[src/rtl/arc4_ctrl.sv]
// ARC4 top-level sequencer: runs init, ksa, prga in turn and owns the S memory mux.
// Optional per-phase watchdog compiled in with `define ARC4_CTRL_WATCHDOG_EN.
module arc4_ctrl #(
  parameter int WDOG_CYCLES = 4096
) (
  input  logic        clk,
  input  logic        rst_n,
  input  logic        en,
  output logic        rdy,
  input  logic [23:0] key,
  output logic        done,
  output logic        err,
  output logic [23:0] key_out,
  output logic        init_en,
  output logic        ksa_en,
  output logic        prga_en,
  input  logic        init_rdy,
  input  logic        ksa_rdy,
  input  logic        prga_rdy,
  input  logic [7:0]  init_addr,
  input  logic [7:0]  ksa_addr,
  input  logic [7:0]  prga_addr,
  input  logic [7:0]  init_wrdata,
  input  logic [7:0]  ksa_wrdata,
  input  logic [7:0]  prga_wrdata,
  input  logic        init_wren,
  input  logic        ksa_wren,
  input  logic        prga_wren,
  output logic [7:0]  s_addr,
  output logic [7:0]  s_wrdata,
  output logic        s_wren
);

  typedef enum logic [3:0] {
    IDLE, INIT_GO, INIT_RUN, KSA_GO, KSA_RUN, PRGA_GO, PRGA_RUN, DONE
`ifdef ARC4_CTRL_WATCHDOG_EN
    , ERR
`endif
  } state_t;

  // The 13-bit watchdog counter must be able to reach WDOG_CYCLES-1.
  if (WDOG_CYCLES < 2 || WDOG_CYCLES > 8192) begin : g_wdog_range
    $error("arc4_ctrl: WDOG_CYCLES out of range");
  end

  state_t      state_reg, state_next;
  logic        guard_reg;
  logic [23:0] key_out_reg;
  logic        accept;

  always_ff @(posedge clk or negedge rst_n) begin
    if (!rst_n) begin
      state_reg   <= IDLE;
      guard_reg   <= 1'b0;
      key_out_reg <= '0;
    end else begin
      state_reg <= state_next;
      // Sub-blocks drop rdy only the cycle after seeing en, so the first RUN cycle ignores rdy.
      guard_reg <= init_en | ksa_en | prga_en;
      if (accept) key_out_reg <= key;
    end
  end

  assign key_out = key_out_reg;

`ifdef ARC4_CTRL_WATCHDOG_EN
  localparam logic [12:0] WDOG_LAST = 13'(WDOG_CYCLES - 1);
  logic [12:0] wdog_cnt_reg, wdog_cnt_next;
  logic        in_phase;

  assign in_phase = (state_reg inside {INIT_GO, INIT_RUN, KSA_GO, KSA_RUN, PRGA_GO, PRGA_RUN});

  always_comb begin
    wdog_cnt_next = wdog_cnt_reg;
    if (state_next != state_reg && (state_next inside {INIT_GO, KSA_GO, PRGA_GO}))
      wdog_cnt_next = '0;
    else if (in_phase)
      wdog_cnt_next = wdog_cnt_reg + 13'd1;
  end

  always_ff @(posedge clk or negedge rst_n) begin
    if (!rst_n) wdog_cnt_reg <= '0;
    else        wdog_cnt_reg <= wdog_cnt_next;
  end

  assign err = (state_reg == ERR);
`else
  assign err = 1'b0;
`endif

  always_comb begin
    state_next = state_reg;
    rdy        = 1'b0;
    done       = 1'b0;
    init_en    = 1'b0;
    ksa_en     = 1'b0;
    prga_en    = 1'b0;
    accept     = 1'b0;
    case (state_reg)
      IDLE: begin
        rdy = 1'b1;
        if (en) begin
          accept     = 1'b1;
          state_next = INIT_GO;
        end
      end
      INIT_GO:  if (init_rdy) begin init_en = 1'b1; state_next = INIT_RUN; end
      INIT_RUN: if (!guard_reg && init_rdy) state_next = KSA_GO;
      KSA_GO:   if (ksa_rdy) begin ksa_en = 1'b1; state_next = KSA_RUN; end
      KSA_RUN:  if (!guard_reg && ksa_rdy) state_next = PRGA_GO;
      PRGA_GO:  if (prga_rdy) begin prga_en = 1'b1; state_next = PRGA_RUN; end
      PRGA_RUN: if (!guard_reg && prga_rdy) state_next = DONE;
      DONE: begin
        done       = 1'b1;
        state_next = IDLE;
      end
`ifdef ARC4_CTRL_WATCHDOG_EN
      ERR: begin
        rdy = 1'b1;
        if (en) begin
          accept     = 1'b1;
          state_next = INIT_GO;
        end
      end
`endif
      default: state_next = IDLE;
    endcase
`ifdef ARC4_CTRL_WATCHDOG_EN
    if (in_phase && wdog_cnt_reg == WDOG_LAST && state_next == state_reg) begin
      state_next = ERR;
      init_en    = 1'b0;
      ksa_en     = 1'b0;
      prga_en    = 1'b0;
    end
`endif
  end

  // Only the phase owner reaches the S port; everything else parks it at zero.
  always_comb begin
    s_addr   = '0;
    s_wrdata = '0;
    s_wren   = 1'b0;
    case (state_reg)
      INIT_GO, INIT_RUN: begin
        s_addr = init_addr; s_wrdata = init_wrdata; s_wren = init_wren;
      end
      KSA_GO, KSA_RUN: begin
        s_addr = ksa_addr; s_wrdata = ksa_wrdata; s_wren = ksa_wren;
      end
      PRGA_GO, PRGA_RUN: begin
        s_addr = prga_addr; s_wrdata = prga_wrdata; s_wren = prga_wren;
      end
      default: ;
    endcase
  end

endmodule

[config.mk]
export PLATFORM = sky130hd
export DESIGN_NAME = arc4_ctrl
export DESIGN_NICKNAME = d
export VERILOG_FILES = /design/src/rtl/arc4_ctrl.sv
export SDC_FILE = /design/constraint.sdc
export NUM_CORES = 1
export LEC_CHECK = 0
export CAP_MARGIN = 10
export CORE_MARGIN = 2
export CORE_UTILIZATION = 35
export CTS_CLUSTER_DIAMETER = 80
export DETAILED_ROUTE_END_ITERATION = 12
export GPL_ROUTABILITY_DRIVEN = 0
export PLACE_DENSITY = 0.86
export SLEW_MARGIN = 25
export SYNTH_ARGS = -nofsm -noshare
export SYNTH_HDL_FRONTEND = slang
export SYNTH_SLANG_ARGS = --single-unit
[constraint.sdc]
create_clock -name clk -period 4.15 [get_ports clk]
set_clock_uncertainty 0.1 [all_clocks]
set_input_delay 0.83 -clock clk [delete_from_list [all_inputs] [get_ports clk]]
set_output_delay 0.83 -clock clk [all_outputs]
set_load 0.01 [all_outputs]
After elaboration in Yosys (flattened, before gate mapping):

Index checks and enable logic that the tools add are counted.

* input bits: 81
* output and inout bits: 47
* bits in registers: 29
* word-level logic and storage cells: 49

* reduce and logical (&&, ||, !) cells: 9
* muxes and demuxes: 21
* bitwise operators: 2
* equality and inequality tests: 14

Operators with widths (count)
* $pmux W8 S3: 2
* $mux W4: 7
* $pmux W4 S7: 1
* $eq A4 B3 Y1 const B: 4
* $ne A2 B2 Y1 const B: 7
* $mux W1: 10
* $eq A4 B2 Y1 const B: 2
* $reduce_and A7 Y1: 1
* $reduce_or A2 Y1: 3
* $eq A4 B1 Y1 const B: 1
* $logic_not A4 Y1: 1
* $logic_and A1 B1 Y1: 3
* $pmux W1 S3: 1
* $or A1 B1 Y1: 2
* $logic_not A1 Y1: 1

Depth between registers and ports, before layout:

Gate-level depths: netlist of the first run.

* depth in word-level cells: 4
* gate-level depth with buffers: 5
* depth with buffers taken out: 3

Worst setup path after synthesis of the first run:

OpenSTA, ideal clock, no wires.

* kind: flip-flop to output port
* start: reg state_reg[1]
* end: out s_addr[5]
* buffers on the path: 2
* slack: 1.981 ns
* arrival time: 1.239 ns
* data required time: 3.220 ns
* stages on the path, launching flop included: 6
* cell sequence: dfrtp_1 > buf_4 > nand2b_1 > o22ai_2 > buf_6 > o2bb2ai_1

* word-level cells in the longest chain between the ends: 3
* elaborated cells on any way between the ends: 10
* those cells by class: eq/ne (6); mux (1); reduce/logical (3)

Ends and longest elaborated chain
* start, declared: RTL line 46 `state_t state_reg, state_next;`
* start signal, assigned: RTL line 57 `state_reg <= state_next;`
* $eq A4 B3 Y1 (tied with other cells): RTL line 143 `case (state_reg)`
* $reduce_or A2 Y1: RTL line 143
* $pmux W8 S3 (*): RTL line 143
* end, declared: RTL line 29 `output logic [7:0] s_addr,`

Every way passes the cells marked *; elsewhere a longest branch is shown, timed or not.

Worst setup path after layout of the first run:

* start: reg state_reg[0]
* end: out s_addr[3]

Same word-level chain as after synthesis.

==> results of run 1 <==
cells by family (layout without fill, tap and decap cells):
family / Yosys count / after routing / synth area share
AND/OR/NAND/NOR: 19 / 19 / 0.0740
flip-flops: 28 / 28 / 0.451
XOR/XNOR: 1 / 1 / 0.0105
other: 1 / 1 / 0.00241
buffers and inverters: 10 / 133 / 0.0507
AO/OA/AOI/OAI: 22 / 22 / 0.122
multiplexers: 42 / 42 / 0.290
area by class of cell:
cell class,count,area (sq um),share of cell area
clock buffers,3,41.3,0.0143
clock inverters,1,30.0,0.0104
multi-input cells,85,776,0.268
flip-flops and latches,28,701,0.242
well taps,52,65.1,0.0225
repair buffers,129,1280,0.443
power groups by stage:
| stage | clock, uW | sequential (uW) | combinational (uW) |
|---|---|---|---|
| floorplan | 0 | 535 | 626 |
| global placement | 0 | 502 | 1300 |
| detailed placement | 0 | 513 | 1310 |
| CTS | 217 | 508 | 1320 |
| global route | 230 | 526 | 1390 |
| finish | 208 | 506 | 1310 |
final timing paths:
path                               from     endpoint  slack [ns]  cells after the start
max                        state_reg[0]    s_addr[3]        0.68                      4
min                          key_out[1]   key_out[1]        0.41                      1
max reg2reg                state_reg[2]  key_out[17]        2.18                      5
min reg2reg                  key_out[1]   key_out[1]        0.41                      1
max in group asynchronous         rst_n  key_out[10]        2.85                      2
min in group asynchronous         rst_n   key_out[8]        0.84                      2
critical path, stage by stage (launching register included):
cell and delay (ns):
dfrtp_1 0.61, nand2_1 0.20, o22ai_2 0.67, o2bb2ai_1 0.21, clkdlybuf4s50_1 0.58
per-stage QoR:
step / power, uW / hold slack (ns)
after floorplan: 1160 / 0.434
after global placement: 1800 / 0.389
after detailed placement: 1830 / 0.395
after CTS: 2040 / 0.416
after global routing: 2150 / 0.424
final: 2020 / 0.411
routing by layer:
metal	wire (microns)	vias to the layer above	share of wire	GRT usage
met4	56	0	0.012	0.0419
met1	1920	670	0.42	0.242
met5	0	-	0	0
li1	-	703	-	-
met3	227	4	0.050	0.0285
met2	2330	47	0.51	0.323
placed cells by master (no fill, tap or decap):
master           Yosys  final
xnor2_2              1      1
o2bb2ai_1           17     17
or3_1                1      1
nor2b_1              1      1
buf_4                4      3
nor3_4               1      1
bufinv_16            0      1
nor3_1               3      3
nor2_1               2      2
o22ai_2              1      1
dfrtp_1             28     28
nor3b_1              2      2
o41a_1               1      1
and3_1               1      1
mux2i_1             18     18
o21ai_0              2      2
nand2_1              3      3
nand2b_1             3      3
nand3b_1             1      1
a21o_1               1      1
clkdlybuf4s50_1      0    126
mux2_2              24     24
nand3_1              1      1
clkbuf_8             0      3
conb_1               1      1
==> flow_summary.yaml, run 1 <==
run_status:
  status: "finished clean"
routing:
  drt_iter0_drc: 57
  detail_route.wl_per_cell_microns: 15.2
  routed_wl_microns: 4540
  viasPerCell: 4.78
  ant_nets: 0
  drc: 0
  drt_first_pass_iters: 2
  vias: 1424
floorplanning:
  fp.dieW_microns: 70.7
  fp.coreArea_sq_um: 4320
  die_h_microns: 70.7
  initial_core_util: 0.360
  io_pins: 128
  design.die.area_sq_um: 4990
  rows: 24
global_route:
  grt_first_pass_wirelength_microns: 7480
  grt_start_max_net_pins: 29
  antenna_found_initial: 0
  grt_usage: 0.184
  grt-ovfl-total: 0
  grt_pass1_vias: 1497
synth:
  syn_inst: 123
  yosysWarnings: 0
  avgSynthCellArea_sq_um: 12.6
  synth-seq-area-share: 0.451
  ys_ff_latch: 28
  synth_edf_count: 0
  synth.distinct_cells: 24
  ys.flop_type: "dfrtp_1"
  synth_top_area_frac: 0.451
  synth.most_common_cell: "dfrtp_1"
  syn_area_sq_um: 1560
  synth_nets: 204
  ys_top_cells_by_area: "dfrtp_1, mux2_2, mux2i_1"
  synth_top_area_cell: "dfrtp_1"
  async_flop_share: 1.00
  synth_common_cells: "dfrtp_1, mux2_2, mux2i_1"
placed_design:
  dp.cells: 294
  post_dp_cell_area_sq_um: 2830
  preCtsSetupSlack_ns: 0.958
  detailed_place_hpwl_microns: 3640
  port_buffers: 126
critical_path:
  crit_required_ns: 3.22
  worstSetupPathType: "reg2out"
  startpoint_type: "flop"
  end_kind: "output pin"
  path_max_fanout: 17
  arrival_ns: 2.54
power:
  switchingPower_uw: 705
  pwr-share-clk: 0.103
  leakage_uw: 0.00113
  ir_worst_vdd_uv: 407
  seq_power_share: 0.250
  powerDensity_nw_per_um2: 698
  p_int_uw: 1320
  p_sw_frac: 0.349
  p_comb_frac: 0.647
finish:
  drive_above_1_share: 0.138
  final_area_sq_um: 2900
  post-route-util: 0.670
  largest_reg_flops: 24
  fill_cells: 363
  layout.nets: 328
  final-instance-count-excl-fill: 298
  syn_to_final_growth_pct: 86.2
  antenna_cells: 0
sta:
  slew_viol_final: 0
  worst_pin_slew_ns: 0.812
  setup_viol_count_final: 0
  max_slew_margin: 0.456
  rsz0062_at_grt: "false"
  max_clock_freq_ghz: 0.289
  finalSetupTns_ns: 0
  fin_ws_ns: 0.685
  finalCriticalPeriod_ns: 3.47
  hold_viol_final: 0
  fin_crit_sh: 0.835
clocking:
  cts_buffer_depth: 2
  cts-root-buf: "clkbuf_8"
  hold_buffers: 0
  insertion_delay_ns: 0.27
  cts_sinks: 28
  htreeDepth: 1
  clk_pin_slew_ns: 0.09
  cts_resized: 0
  cts_buffers: 3
  post-cts-setup-buffers: 0
  cts_tree: "yes"
flow_run:
  maxCapViolCount: 0
worst_hold_path:
  hold_path_class: "reg2reg"
No activity file was read; power rests on OpenSTA's default activity.
==> run 2, diff against run 1 <==
--- a/config.mk
+++ b/config.mk
@@ -7,11 +7,11 @@
 export LEC_CHECK = 0
 export CAP_MARGIN = 10
 export CORE_MARGIN = 2
-export CORE_UTILIZATION = 35
+export CORE_UTILIZATION = 33
 export CTS_CLUSTER_DIAMETER = 80
 export DETAILED_ROUTE_END_ITERATION = 12
 export GPL_ROUTABILITY_DRIVEN = 0
-export PLACE_DENSITY = 0.86
+export PLACE_DENSITY = 0.82
 export SLEW_MARGIN = 25
 export SYNTH_ARGS = -nofsm -noshare
 export SYNTH_HDL_FRONTEND = slang
==> constraint.sdc (replaced) <==
create_clock -name clk -period 3.4 [get_ports clk]
set_clock_uncertainty 0.1 [all_clocks]
set_input_delay 0.68 -clock clk [delete_from_list [all_inputs] [get_ports clk]]
set_output_delay 0.68 -clock clk [all_outputs]
set_load 0.01 [all_outputs]
==> flow_summary.yaml, run 2 (same netlist as run 1, synthesis figures left out) <==
run_status:
  status: "finished clean"
floorplanning:
  io_pins: 128
  fp.dieW_microns: 72.7
  fp.coreArea_sq_um: 4440
  design.die.area_sq_um: 5280
  die_h_microns: 72.7
  rows: 24
  initial_core_util: 0.350
clocking:
  insertion_delay_ns: 0.27
  cts_sinks: 28
  cts_buffer_depth: 2
  cts_resized: 0
  cts-root-buf: "clkbuf_8"
  post-cts-setup-buffers: 0
  clk_pin_slew_ns: 0.09
  cts_tree: "yes"
  cts_buffers: 3
  htreeDepth: 1
  hold_buffers: 0
sta:
  fin_ws_ns: 0.422
  fin_crit_sh: 0.876
  max_clock_freq_ghz: 0.336
  rsz0062_at_grt: "false"
  hold_viol_final: 0
  finalSetupTns_ns: 0
  setup_viol_count_final: 0
  finalCriticalPeriod_ns: 2.98
  slew_viol_final: 0
power:
  ir_worst_vdd_uv: 515
  p_int_uw: 1630
  pwr-share-clk: 0.103
  switchingPower_uw: 865
  power_uw: 2490
  leakage_uw: 0.00114
  seq_power_share: 0.252
  p_comb_frac: 0.645
  p_sw_frac: 0.347
  powerDensity_nw_per_um2: 857
routing:
  drt_iter0_drc: 36
  drc: 0
  drt_first_pass_iters: 3
  vias: 1458
  ant_nets: 0
  viasPerCell: 4.86
  routed_wl_microns: 4410
  detail_route.wl_per_cell_microns: 14.7
global_route:
  grt_first_pass_wirelength_microns: 6960
  grt_start_max_net_pins: 29
  grt_pass1_vias: 1491
  grt-ovfl-total: 0
  antenna_found_initial: 0
  grt_usage: 0.166
finish:
  layout.nets: 330
  antenna_cells: 0
  fill_cells: 355
  layout_common_cells: "clkdlybuf4s50_1, dfrtp_1, mux2_2, mux2i_1, o2bb2ai_1"
  drive_above_1_share: 0.145
  syn_to_final_growth_pct: 87.2
  post-route-util: 0.655
  final_common_cell: "clkdlybuf4s50_1"
  largest_reg_flops: 24
  final-instance-count-excl-fill: 300
critical_path:
  worstReg2RegStart: "state_reg[2]"
  crit_required_ns: 2.62
  startpoint_type: "flop"
  worstReg2RegEnd: "key_out[15]"
  critPathLaunch: "state_reg[0]"
  arrival_ns: 2.20
  end_kind: "output pin"
  worstSetupPathType: "reg2out"
  path_max_fanout: 17
  r2r_cells: 5
  r2r_slack_ns: 1.32
worst_hold_path:
  hold_end: "key_out[9]"
  hold_path_class: "reg2reg"
  holdPathStages: 1
  hold_start: "key_out[9]"
flow_run:
  maxCapViolCount: 0
placed_design:
  dp.cells: 296
  port_buffers: 126
  detailed_place_hpwl_microns: 3530
  preCtsSetupSlack_ns: 0.492
-- run 2: cell types whose count changed in the layout (fill, tap and decap cells not counted) --
cell   change
buf_4      +2
-- run 2: worst max-delay path by stage --
stage	cells past startpoint	slack [ns]	to
final	5	0.42	s_addr[0]
after floorplan	5	1.38	s_addr[5]
after global placement	3	0.54	ksa_en
after detailed placement	3	0.49	ksa_en
after global routing	5	0.24	s_addr[6]
after CTS	5	0.39	s_addr[0]
-- run 2: metrics by stage --
step / instance area (sq um) / hold slack, ns
6_report: 2910 / 0.412
3_3_place_gp: 2840 / 0.388
4_1_cts: 2910 / 0.416
5_1_grt: 2910 / 0.425
2_1_floorplan: 1560 / 0.284
3_5_place_dp: 2840 / 0.395
-- run 2: power groups by stage --
stage	Sequential, uW	Clock (uW)	Combinational (uW)
after floorplan	653	0	764
after global placement	625	0	1610
after detailed placement	640	0	1630
after CTS	632	265	1640
after global routing	650	281	1730
final	629	257	1610
-- run 2: final cells by class --
| class | count | area (sq um) | area share |
|---|---|---|---|
| tap | 52 | 65.1 | 0.0223 |
| sequential | 28 | 701 | 0.241 |
| clock buffer | 3 | 41.3 | 0.0142 |
| clock inverter | 1 | 30.0 | 0.0103 |
| multi-input combinational | 85 | 776 | 0.266 |
| timing repair buffer | 131 | 1300 | 0.446 |
-- run 2: layer usage --
layer	routed length, microns	track usage
met1	1800	0.205
met3	258	0.0276
met2	2280	0.299
met5	0	0
met4	74	0.0453
-- run 2: worst max-delay path, cell delays in order (launching register included) --
cell             delay, ns
dfrtp_1               0.59
nand2_1               0.20
o22ai_2               0.17
buf_4                 0.25
o2bb2ai_1             0.14
clkdlybuf4s50_1       0.57
==> run 3, diff against run 2 <==
--- a/config.mk
+++ b/config.mk
@@ -12,6 +12,7 @@
 export DETAILED_ROUTE_END_ITERATION = 12
 export GPL_ROUTABILITY_DRIVEN = 0
 export PLACE_DENSITY = 0.82
+export RECOVER_POWER = 25
 export SLEW_MARGIN = 25
 export SYNTH_ARGS = -nofsm -noshare
 export SYNTH_HDL_FRONTEND = slang
==> flow_summary.yaml, run 3 (same netlist as run 1, synthesis figures left out) <==
run_status:
  status: "finished clean"
floorplanning:
  design.die.area_sq_um: 5280
  fp.coreArea_sq_um: 4440
  die_h_microns: 72.7
  rows: 24
  fp.dieW_microns: 72.7
  initial_core_util: 0.350
  io_pins: 128
global_route:
  grt_pass1_vias: 1491
  grt_usage: 0.166
  grt-ovfl-total: 0
  grt_first_pass_wirelength_microns: 6960
  grt_start_max_net_pins: 29
  antenna_found_initial: 0
routing:
  drt_iter0_drc: 36
  drt_first_pass_iters: 3
  routed_wl_microns: 4420
  drc: 0
  viasPerCell: 4.86
  vias: 1458
  ant_nets: 0
  detail_route.wl_per_cell_microns: 14.7
finish:
  syn_to_final_growth_pct: 87.0
  layout_common_cells: "clkdlybuf4s50_1, dfrtp_1, mux2_2, mux2i_1, o2bb2ai_1"
  final_common_cell: "clkdlybuf4s50_1"
  layout.nets: 330
  final_area_sq_um: 2910
  antenna_cells: 0
  largest_reg_flops: 24
  drive_above_1_share: 0.141
clocking:
  insertion_delay_ns: 0.27
  cts_buffer_depth: 2
  cts_sinks: 28
  cts_tree: "yes"
  cts_resized: 0
  htreeDepth: 1
  cts_buffers: 3
  post-cts-setup-buffers: 0
  cts-root-buf: "clkbuf_8"
  hold_buffers: 0
  clk_pin_slew_ns: 0.09
flow_run:
  maxCapViolCount: 0
power:
  leakage_uw: 0.00114
  powerDensity_nw_per_um2: 857
  ir_worst_vdd_uv: 515
  power_uw: 2490
sta:
  finalCriticalPeriod_ns: 2.98
  rsz0062_at_grt: "false"
  setup_viol_count_final: 0
  fin_crit_sh: 0.876
  max_clock_freq_ghz: 0.336
  max_slew_margin: 0.0451
  finalSetupTns_ns: 0
  slew_viol_final: 0
  fin_ws_ns: 0.422
  worst_pin_slew_ns: 1.43
  hold_viol_final: 0
critical_path:
  startpoint_type: "flop"
  end_kind: "output pin"
  arrival_ns: 2.20
  crit_required_ns: 2.62
  worstSetupPathType: "reg2out"
  path_max_fanout: 17
placed_design:
  port_buffers: 126
  detailed_place_hpwl_microns: 3530
  preCtsSetupSlack_ns: 0.492
  post_dp_cell_area_sq_um: 2840
worst_hold_path:
  hold_path_class: "reg2reg"
run 3: cell count changes in the layout (fill, tap and decap cells not counted), sizes merged:
cell	previous run	this run
dlygate4sd3	0	1
clkbuf	3	4
buf	5	4
clkdlybuf4s50	126	125
run 3: metal layers:
layer | global-route usage | vias up | wire length (microns)
li1 | - | 709 | -
met1 | 0.205 | 684 | 1810
met2 | 0.299 | 59 | 2280
met3 | 0.0276 | 6 | 258
met4 | 0.0453 | 0 | 74
met5 | 0 | - | 0
run 3: path summary, 6_finish.rpt:
| check | startpoint | end | slack (ns) | cells past startpoint |
|---|---|---|---|---|
| worst max-delay path | state_reg[0] | s_addr[0] | 0.42 | 5 |
| worst min register to register | key_out[9] | key_out[9] | 0.41 | 1 |
| max in group asynchronous | rst_n | key_out[14] | 1.20 | 2 |
| worst min-delay path | key_out[9] | key_out[9] | 0.41 | 1 |
| worst max register to register | state_reg[2] | key_out[15] | 1.32 | 5 |
| min in group asynchronous | rst_n | key_out[10] | 1.16 | 2 |
run 3: area by class of cell:
type	instances	area, sq um
clock buffer	3	41.3
timing repair buffer	131	1290
tap	52	65.1
clock inverter	1	30.0
sequential	28	701
multi-input combinational	85	776
fill	356	1540
run 3: metrics by stage:
step / hold slack, ns / util / std cells
2_1_floorplan: 0.284 / - / 123
3_3_place_gp: 0.388 / 0.639 / 296
3_5_place_dp: 0.395 / 0.639 / 296
4_1_cts: 0.416 / 0.655 / 300
5_1_grt: 0.425 / 0.654 / 300
6_report: 0.412 / 0.654 / 300
run 3: power breakdown:
part / internal, uW / total [uW] / leakage, uW / switching, uW
Combinational: 970 / 1610 / 0.000768 / 638
Clock: 158 / 257 / 0.0000357 / 99.0
Sequential: 501 / 629 / 0.000334 / 128
Total: 1630 / 2490 / 0.00114 / 865
run 3: worst max-delay path: stages (launching register included):
cell             delay (ns)
dfrtp_1                0.59
nand2_1                0.20
o22ai_2                0.17
buf_4                  0.25
o2bb2ai_1              0.14
clkdlybuf4s50_1        0.57
==> edit 1 (flow settings as in run 2) <==
The option `ARC4_CTRL_WATCHDOG_EN` is turned on by a define.
--- a/src/rtl/arc4_ctrl.sv
+++ b/src/rtl/arc4_ctrl.sv
@@ -2,2 +2,4 @@
 // Optional per-phase watchdog compiled in with `define ARC4_CTRL_WATCHDOG_EN.
+`define ARC4_CTRL_WATCHDOG_EN
+
 module arc4_ctrl #(
Formal check against the unedited RTL: same outputs for any inputs over 10 cycles, from zero or initial values and one cycle with rst_n low; that may be too few to reach the edited logic, so the function may still have changed.
==> edit 1 against run 2 <==
  * Non-clock buffer count rose by 5
  * Area after synthesis rose by 50%
  * Critical path type unchanged
  * Worst hold slack got worse by 0.16 ns
  * Worst setup slack worse by 0.19 ns
  * Cell area increased by 32%
  * Sequential cell count up 14
  * Highest routed layer unchanged
  * Routed wire length is 60% higher
  * Sequential share of layout area up 3.4 points
  * Power up 28%
==> edit 1: results (changes against run 2) <==
- DR WL met3: 622 microns (+140%)
- CP delay by family, top: buffers and inverters
- Commonest cells post-synth: dfrtp_1 (42), mux2_2 (25), inv_1 (21), a222oi_1 (17), a21oi_1 (10)
- Detail Route Antenna Nets: 0 (unchanged)
- Fin. Hold Viols: 0 (unchanged)
- Critical Path Fanout Max: 17 (unchanged)
- Routed WL: 7052 microns (+60%)
- Seq/Total Area, Yosys: 0.4516 (+0.001090)
- TritonCTS buffer count: 5 (+2)
- Synth Instances: 224 (+82%)
- Post-Place Cells: 441 (+49%)
- Distinct cells, synth: 45 (+88%)
- Routed met1 length: 2755 microns (+53%)
- Leak: 0.001595 uW (+40%)
- Non-Filler Cell Area, Final: 3830 sq um (+32%)
- Tightest Pin Transition: 0.6675 ns
- Pin count of the biggest net entering global routing: 43 (+48%)
- Antenna violations before repair: 0 (unchanged)
- Share of cells above drive strength 1: 0.1445 (-0.0006854)
- Initial DRT Pass Iterations: 7 (+4)
- Insertion delay to the later sink of the worst-skew pair: 0.29 ns (+0.02 ns)
- Port bufs: 127 (+0.79%)
- FILL cells: 592 (+67%)
- Slowest stage cell, crit path: clkdlybuf4s50_1
- Gr usage total: 0.1691 (+0.002588)
- Worst VDD drop: 346.1 uV (-33%)
- Ys async rst share: 1.000 (unchanged)
- Hold Path Class: primary input to async pin
- Vias in the first global route: 2,242 (+50%)
- Nets@finish: 434 (+32%)
- Post-synth EDFFs: 0 (unchanged)
- CTS resizes: 0 (unchanged)
- Post-Layout Cell Count: 449 (+50%)
- Met2 wire length: 3549 microns (+56%)
- Post-DP HPWL: 5354 microns (+52%)
- CTS root buf: clkbuf_8
- Htree depth: 2 (+1)
- Clock-pin slew on the worst setup and hold paths: 0.08 ns
- Maximum root-to-sink buffer count: 2 (unchanged)
- DR iter-0 viols: 259 (+620%)
- Run status: complete, no violations
- Critical Path AT: 2.38 ns (+0.18 ns)
- Placed cell area: 3715 sq um (+31%)
- Via count: 2,386 (+64%)
- Antenna cells: 0 (unchanged)
- First-pass GRT wire length: 10,310 microns (+48%)
- Synth top area cells: dfrtp_1 (45%), mux2_2 (12%), a222oi_1 (7.3%)
- Pre-CTS setup slack: 0.3378 ns (-0.1543 ns)
- Syn_nets: 306 (+50%)
- Max stage delay on crit path: 0.55 ns (-0.04 ns)
[edit 1: cell families after synthesis]
logic type / synth area share
and+or+nand+nor: 0.1452
DFF: 0.4516
AOI/OAI and AO/OA: 0.1860
adders and majority gates: 0.005375
muxes: 0.1253
buffers and inverters: 0.06774
xor gates and xnor gates: 0.01882
[edit 1: metal layers]
layer  vias to the layer above  global-route usage
li1                       1104                   -
met1                      1145              0.1883
met2                       126              0.3168
met3                        11             0.03676
met4                         0             0.05594
met5                         -                   0
[edit 1: layout make-up]
type / count / area [sq um] / area share
well taps: 96 / 120.1 / 0.03136
multi-input cells: 145 / 1130 / 0.2950
clock buffers: 6 / 72.57 / 0.01895
clock inverters: 2 / 37.54 / 0.009801
inverters: 22 / 82.58 / 0.02156
repair buffers: 136 / 1336 / 0.3489
flip-flops and latches: 42 / 1051 / 0.2744
[edit 1: path summary, 6_finish.rpt]
kind | from | end | slack, ns | cells after the start
min in group clk | key_out[14] | key_out[14] | 0.41 | 1
max in group asynchronous | rst_n | state_reg[3] | 2.58 | 1
max reg2reg | state_reg[2] | wdog_cnt_reg[9] | 1.03 | 6
min reg2reg | key_out[14] | key_out[14] | 0.41 | 1
min | rst_n | guard_reg | 0.26 | 1
max | state_reg[2] | s_wrdata[1] | 0.24 | 6
[edit 1: worst register-to-register path, stage by stage (launching register included)]
cell     delay [ns]
dfrtp_1        0.46
buf_4          0.24
or3_4          0.18
inv_2          0.05
or4_1          0.66
or4_1          0.46
a22oi_2        0.15
[edit 1: where the power goes]
group	switching [uW]	internal, uW
combinational	894	1100
sequential	120	691
clock	170	219
total	1180	2010
==> edit 2 (settings of run 2) <==
Made on the original files. Encoding of `state_t`: now Gray code (3 bits for 8 states).
--- a/src/rtl/arc4_ctrl.sv
+++ b/src/rtl/arc4_ctrl.sv
@@ -33,4 +33,4 @@
 
-  typedef enum logic [3:0] {
-    IDLE, INIT_GO, INIT_RUN, KSA_GO, KSA_RUN, PRGA_GO, PRGA_RUN, DONE
+  typedef enum logic [2:0] {
+    IDLE = 3'b000, INIT_GO = 3'b001, INIT_RUN = 3'b011, KSA_GO = 3'b010, KSA_RUN = 3'b110, PRGA_GO = 3'b111, PRGA_RUN = 3'b101, DONE = 3'b100
 `ifdef ARC4_CTRL_WATCHDOG_EN
Function: same outputs for any inputs over 10 cycles, from zero or initial values and one cycle with rst_n low; not proved beyond that.
==> edit 2 against run 2 <==
  * Non-clock buffer count stayed put
  * Worst setup slack improved by 0.012 ns
  * Register-to-register slack worse by 0.09 ns
  * Die area fell by 0.91%
  * Power down 12%
  * Core utilization is 0.22 points higher
  * Fmax grew 0.39%
  * Sequential cell count did not move
  * Area after synthesis fell by 0.97%
  * Critical path type unchanged
  * Synthesized cell count up 1.6%
  * Via count down 1.9%
  * Routed wire length is 1.5% higher
  * Highest routed layer unchanged
  * Cell area fell by 0.34%
==> edit 2: results (changes against run 2) <==
- Run status: complete, no violations
- Final min period: 2.966 ns (-0.01152 ns)
- Worst Setup SP: state_reg[2]
- Seq/Total Area, Yosys: 0.4549 (+0.004392)
- Power per cell area: 758.1 nW/um^2 (-11%)
- Sequential Power: 646 uW (+3%)
- Pre-CTS setup slack: 0.5791 ns (+0.08692 ns)
- Data buffer area share: 0.4476 (+0.001539)
- Vias per cell: 4.770 (-1.9%)
- Gr usage total: 0.1623 (-0.004138)
- Vias in the first global route: 1,416 (-5.0%)
- Multi-input gate count: 84 (-1.2%)
- Post-DP HPWL: 3540 microns (+0.30%)
- DR iter-0 viols: 47 (+31%)
- Multi-input gate share of total cell area: 0.2626 (-0.003824)
- Multi-input combinational cell area: 762.0 sq um (-1.8%)
- Worst VDD drop: 468.4 uV (-9.0%)
- Crit path to: prga_en
- R2R depth: 4 (-1)
- HP Start: key_out[5]
- Placed cell area: 2830 sq um (-0.35%)
- Initial DRT Pass Iterations: 4 (+1)
- Clock share of power: 0.117 (+0.014)
- Critical Path Fanout Max: 18 (+1)
- Synth top area cells: dfrtp_1 (45%), mux2_2 (29%), a22o_1 (9.1%)
- Leak: 0.001191 uW (+4.3%)
- Clock network area share: 0.02458 (+0.00008451)
- Flop-to-flop setup slack: 1.23 ns (-0.09 ns)
- Share of cells above drive strength 1: 0.2016 (+0.05645)
- NetSw: 710.8 uW (-18%)
[edit 2: kinds of logic after synthesis]
kind of cell,count (synthesis),synth area share
buffers and inverters,13,0.05036
DFF,28,0.4549
AOI/OAI and AO/OA,23,0.1202
and+or+nand+nor,19,0.07230
muxes,41,0.2998
other,1,0.002435
[edit 2: metal layers]
| layer | up-vias | global-route usage | routed length, microns | part of all wire |
|---|---|---|---|---|
| met5 | - | 0 | 0 | 0 |
| met4 | 0 | 0.05031 | 83 | 0.019 |
| met3 | 6 | 0.03333 | 258 | 0.058 |
| met2 | 53 | 0.2813 | 2339 | 0.52 |
| met1 | 665 | 0.2021 | 1798 | 0.40 |
| li1 | 707 | - | - | - |
[edit 2: critical path, delay by kind of cell (launching register included)]
| kind | cells | cell delay, ns |
|---|---|---|
| buffers and inverters | 2 | 0.86 |
| DFF | 1 | 0.82 |
| and+or+nand+nor | 2 | 0.24 |
